==> src/rtl/full_subtractor.sv <==
// One-bit full subtractor with registered copies of its outputs and
// saturating statistics counters for sampled edges and borrow events.
module full_subtractor #(
  parameter int CNT_W = 16
) (
  input  logic             clk,
  input  logic             rst_n,
  input  logic             a,
  input  logic             b,
  input  logic             c,
  output logic             difference,
  output logic             borrow,
  output logic             difference_q,
  output logic             borrow_q,
  output logic [CNT_W-1:0] op_count,
  output logic [CNT_W-1:0] borrow_count
);

  localparam logic [CNT_W-1:0] CNT_MAX = {CNT_W{1'b1}};
  localparam logic [CNT_W-1:0] CNT_ONE = {{(CNT_W-1){1'b0}}, 1'b1};

  logic             difference_s;
  logic             borrow_s;
  logic             difference_r;
  logic             borrow_r;
  logic [CNT_W-1:0] op_count_r;
  logic [CNT_W-1:0] borrow_count_r;

  function automatic logic calc_difference(input logic x, input logic y, input logic z);
    return x ^ y ^ z;
  endfunction

  function automatic logic calc_borrow(input logic x, input logic y, input logic z);
    return (~x & y) | (~x & z) | (y & z);
  endfunction

  // Holds at all-ones so a long run never wraps back to zero.
  function automatic logic [CNT_W-1:0] sat_inc(input logic [CNT_W-1:0] v);
    return (v == CNT_MAX) ? v : v + CNT_ONE;
  endfunction

  // Subtractor core; stays live while reset is asserted.
  always_comb begin
    difference_s = calc_difference(a, b, c);
    borrow_s     = calc_borrow(a, b, c);
  end

  // Registered copies and saturating counters.
  always_ff @(posedge clk or negedge rst_n) begin
    if (!rst_n) begin
      difference_r   <= 1'b0;
      borrow_r       <= 1'b0;
      op_count_r     <= {CNT_W{1'b0}};
      borrow_count_r <= {CNT_W{1'b0}};
    end else begin
      difference_r <= difference_s;
      borrow_r     <= borrow_s;
      op_count_r   <= sat_inc(op_count_r);
      if (borrow_s) begin
        borrow_count_r <= sat_inc(borrow_count_r);
      end else begin
        borrow_count_r <= borrow_count_r;
      end
    end
  end

  assign difference   = difference_s;
  assign borrow       = borrow_s;
  assign difference_q = difference_r;
  assign borrow_q     = borrow_r;
  assign op_count     = op_count_r;
  assign borrow_count = borrow_count_r;

endmodule

==> config.mk <==
export PLATFORM = sky130hd
export DESIGN_NAME = full_subtractor
export DESIGN_NICKNAME = d
export VERILOG_FILES = /design/src/rtl/full_subtractor.sv
export SDC_FILE = /design/constraint.sdc
export NUM_CORES = 1
export LEC_CHECK = 0
export CORE_MARGIN = 1.5
export CORE_UTILIZATION = 30
export CTS_CLUSTER_DIAMETER = 150
export DETAILED_ROUTE_END_ITERATION = 6
export SYNTH_ARGS = -nofsm -noshare
export SYNTH_HDL_FRONTEND = slang
export SYNTH_SLANG_ARGS = --single-unit
==> constraint.sdc <==
create_clock -name clk -period 1.8 [get_ports clk]
set_input_delay 0.36 -clock clk [delete_from_list [all_inputs] [get_ports clk]]
set_output_delay 0.36 -clock clk [all_outputs]
set_load 0.01 [all_outputs]
After elaboration in Yosys (flattened, before gate mapping)

Index checks and enable logic that the tools add are counted.

Register bits: 34
Bits of input ports: 5
Output and inout bits: 36
Logic and storage cells: 18

Add/sub/neg operators: 2
Eq/ne operators: 2
Bitwise operators: 9
Reductions and logical operators: 1

Operators with widths:

| operator                                                        | count |
|---|---|
| 16-bit by 1-bit adder with 16-bit output, second input constant | 2 |
| 16-bit equality test, second input constant                     | 2 |
| 1-bit bitwise AND                                               | 3 |
| 1-bit NOT                                                       | 2 |
| 1-bit bitwise OR                                                | 2 |
| 2-bit AND reduction                                             | 1 |
| 1-bit bitwise XOR                                               | 2 |

Longest topological paths before layout

Word-level depth: 5
Gate-level depth with buffers: 6
Mapped depth without buffers: 6

Least setup slack after synthesis

No wires, ideal clock.

Path type: flip-flop to flip-flop
Start: register op_count_r[0], in the netlist op_count[0]
End: register op_count_r[1], in the netlist op_count[1]
Setup time: 0.125 ns
Arrival time: 1.731 ns
Required time: 1.675 ns
Path slack: -0.056 ns
Stages on the path, launching flop included: 6
Path buffers: 1
Period minus slack after synthesis: 1.856 ns
Cells stage by stage: dfrtp_1 > ha_1 > nand4_2 > or4_1 > buf_6 > mux2_4

Longest elaborated chain between the ends: 1
Elaborated cells on any way between the ends: 2
Those cells by class: add/sub: 1; eq/ne: 1

Ends and longest elaborated chain:

| item                                                                             | RTL line | source |
|---|---|---|
| start: declaration                                                               | 26       | `logic [CNT_W-1:0] op_count_r;` |
| start signal: assignment                                                         | 53       | `op_count_r <= {CNT_W{1'b0}};` |
| start signal: assignment                                                         | 58       | `op_count_r <= sat_inc(op_count_r);` |
| 16-bit by 1-bit adder with 16-bit output or 16-bit equality test (tied branches) | 39       | `return (v == CNT_MAX) ? v : v + CNT_ONE;` |

Parallel ways exist; a longest one is shown, timed or not.
A chain may end at the register's enable or synchronous reset.

Worst setup path after layout

Start: register op_count_r[1], in the netlist op_count[1]
End: register op_count_r[1], in the netlist op_count[1]

Same word-level chain as after synthesis.

==> reports/qor.csv <==
stage;metric;value;unit
routing;wl;3610;µm
routing;route.vias.total;1407;
pwr;switchingPower;0.587;mW
flow_run;maxCapViolations;0;
routing;ant_nets;0;
clocking;clock-sinks;34;
timing;worstMarginPinSlew;0.430;ns
logic_synthesis;syn_area;0.00160;mm²
layout;postLayoutCoreUtil;47.5;%
timing;fin_hold_ws;0.479;ns
layout;syn_to_final_growth;51.9;%
placed_design;gp_congestion;0.850;
pwr;power;2.09;mW
grt;grt_start_max_net_pins;35;
setup_path;start_kind;register;
timing;setup_viol;0;
setup_path;setup.worst_path.start;op_count[1];
timing;relSlewSlack;71.3;%
worst_hold_path;hp-class;input pin to async pin;
floorplan;die_h;75.9;µm
pwr;seqPwrFrac;45.5;%
routing;drc_errors;0;
clocking;cts_max_path_buffers;2;
timing;hold_viol_final;0;
routing;vias_per_cell;4.80;
logic_synthesis;syn-num-nets;155;
floorplan;dieArea;0.00576;mm²
pwr;ir_worst_vdd;476;µV
pwr;intPower;1.50;mW
setup_path;crit_type;register to register;
logic_synthesis;yosysTopAreaCellShare;53.3;%
clocking;clk_pin_slew;0.07;ns
placed_design;dp_cells;285;
run_status;status;finished, final reports clean;
pwr;combPwrFrac;22.9;%
setup_path;cp_data_arrival_time;1.91;ns
clocking;cts_hold_buf;0;
floorplan;die_x;75.9;µm
grt;grt_antenna_before_repair;0;
grt;grt_pass1_wl;6110;µm
logic_synthesis;ys_top_cells_by_area;dfrtp_1, xnor2_1, xor2_1, mux2_2, nand4_1;
logic_synthesis;synth-async-reset-ratio;100;%
floorplan;io_pins;41;
timing;fin_skew;0.00350;ns
logic_synthesis;ys_seq_elements;34;
logic_synthesis;synthDistinctLibCells;31;
routing;drt_pass1_iterations;4;
floorplan;rows;26;
logic_synthesis;yosys.area.top_type;dfrtp_1;
layout;layout.nets;230;
pwr;power_density;861;mW/mm²
logic_synthesis;syn_avg_cell_area;10.9;µm²
logic_synthesis;synth_seq_area_share;53.3;%
layout;final_layout_size_suffix_gt1_share;23.3;%
logic_synthesis;yosysWarnings;0;
routing;detail_route.wl_per_cell;12.3;µm
pwr;sw_frac_of_total;28.1;%
layout;antennaDiodeCount;0;
setup_path;endpoint_kind;register;
clocking;cts_made_buffers;5;
placed_design;hpwlAfterDp;2700;µm
pwr;power.leakage;1.03;nW
setup_path;path_max_fanout;10;
clocking;cts_post_setup_buffers_inserted;0;
layout;fin_cells;293;
clocking;insertion_delay;0.29;ns
clocking;root_buffer;clkbuf_8;
placed_design;io_buffers;40;
clocking;cts_tree;done;
timing;setup_tns;0;ns
timing;fin_crit;1.73;ns
setup_path;cp.required;1.98;ns
grt;grt_use_total;13.4;%
grt;grt_pass1_vias;1358;
timing;period_share;96.3;%
floorplan;initial_core_util;31.2;%
grt;grt_remaining_overflow;0;
timing;max_freq;577;MHz
timing;slew_viol_final;0;
clocking;htreeDepth;2;
floorplan;core-area;0.00511;mm²
setup_path;r2r-start;op_count[1];
routing;drtIter0Drc;37;
logic_synthesis;synth_ff_type;dfrtp_1;
logic_synthesis;synth_edf_count;0;
logic_synthesis;synthCells;147;
pwr;clkPwrFrac;31.6;%
logic make-up after synthesis:
family	synth area share, %
adder cells (fa/ha/maj)	2.82
AO/OA/AOI/OAI	6.12
flip-flops	53.3
buffers and inverters	1.18
XOR/XNOR	9.88
multiplexers	4.47
AND/OR/NAND/NOR	22.2
final cells by class:
cell class,instances,area (µm²)
flip-flops and latches,34,851
repair buffers,69,616
fillers,511,2680
well taps,70,87.6
inverters,2,7.51
clock buffers,8,110
multi-input cells,110,752
path summary, 6_finish.rpt:
path,to,slack (ns),depth (start not counted)
setup / recovery,op_count[1],0.07,5
setup reg to reg,op_count[1],0.07,5
hold / removal,op_count[1],0.48,2
max in group asynchronous,op_count[15],1.01,2
min in group clk,borrow_count[15],0.50,1
hold reg to reg,borrow_count[15],0.50,1
state kept, by name (all words and copies together), names as in the netlist:
register / flops
borrow_count: 16
op_count: 16
borrow_q: 1
difference_q: 1
synthesized netlist by cell type, drive strengths merged (3+ instances only):
cell    instances
nor4            3
mux2            6
xnor2          10
nor2           11
xor2            8
dfrtp          34
o21ai           4
a21oi           6
nand3          11
nand4          10
and4            4
nand2b          3
nand2          14
nor3            6
worst max-delay path, cell delays in order (launching register included):
cell     delay, ns
dfrtp_1       0.39
ha_4          0.17
nand4_2       0.09
or4_1         0.48
buf_4         0.19
mux2_4        0.29
per-layer routing:
layer / vias up / routed length, µm / global-route usage (%)
met2: 36 / 1750 / 22.6
met4: 0 / 79 / 5.74
met3: 7 / 178 / 4.70
met1: 682 / 1600 / 15.5
li1: 682 / - / -
met5: - / 0 / 0
power by group through the flow:
stage | registers [mW] | logic (mW) | clock network, mW
3_5_place_dp | 0.961 | 0.479 | 0
6_report | 0.949 | 0.478 | 0.660
4_1_cts | 0.950 | 0.483 | 0.677
5_1_grt | 0.965 | 0.522 | 0.719
2_1_floorplan | 0.992 | 0.148 | 0
3_3_place_gp | 0.963 | 0.475 | 0
what timing repair did:
action	CTS	global route
pin swaps	1	0
setup endpoints to repair	6	1
resized for setup	14	1
cloned	0	0
through the flow:
step                instance area, µm²  setup WS [ns]
finish                            2420         0.0671
global route                      2420       -0.00242
CTS                               2410         0.0429
detailed placement                2290         -0.504
global placement                  2290         -0.478
floorplan                         1600        0.00389
layout by cell type (no fill, tap or decap), types with 2 or more instances in the layout:
cell,n
a21oi_1,6
xnor2_1,10
buf_4,29
nor2_1,11
clkdlybuf4s50_1,35
dlygate4sd2_1,3
nand2b_1,3
nand3_1,11
and4_1,4
o21ai_0,4
clkbuf_8,8
nor4_1,2
xor2_1,8
mux2_2,5
nand2_1,14
nand4_1,9
nor3_1,6
dfrtp_1,34
inv_2,2
Power figures use the tool's default switching activity.
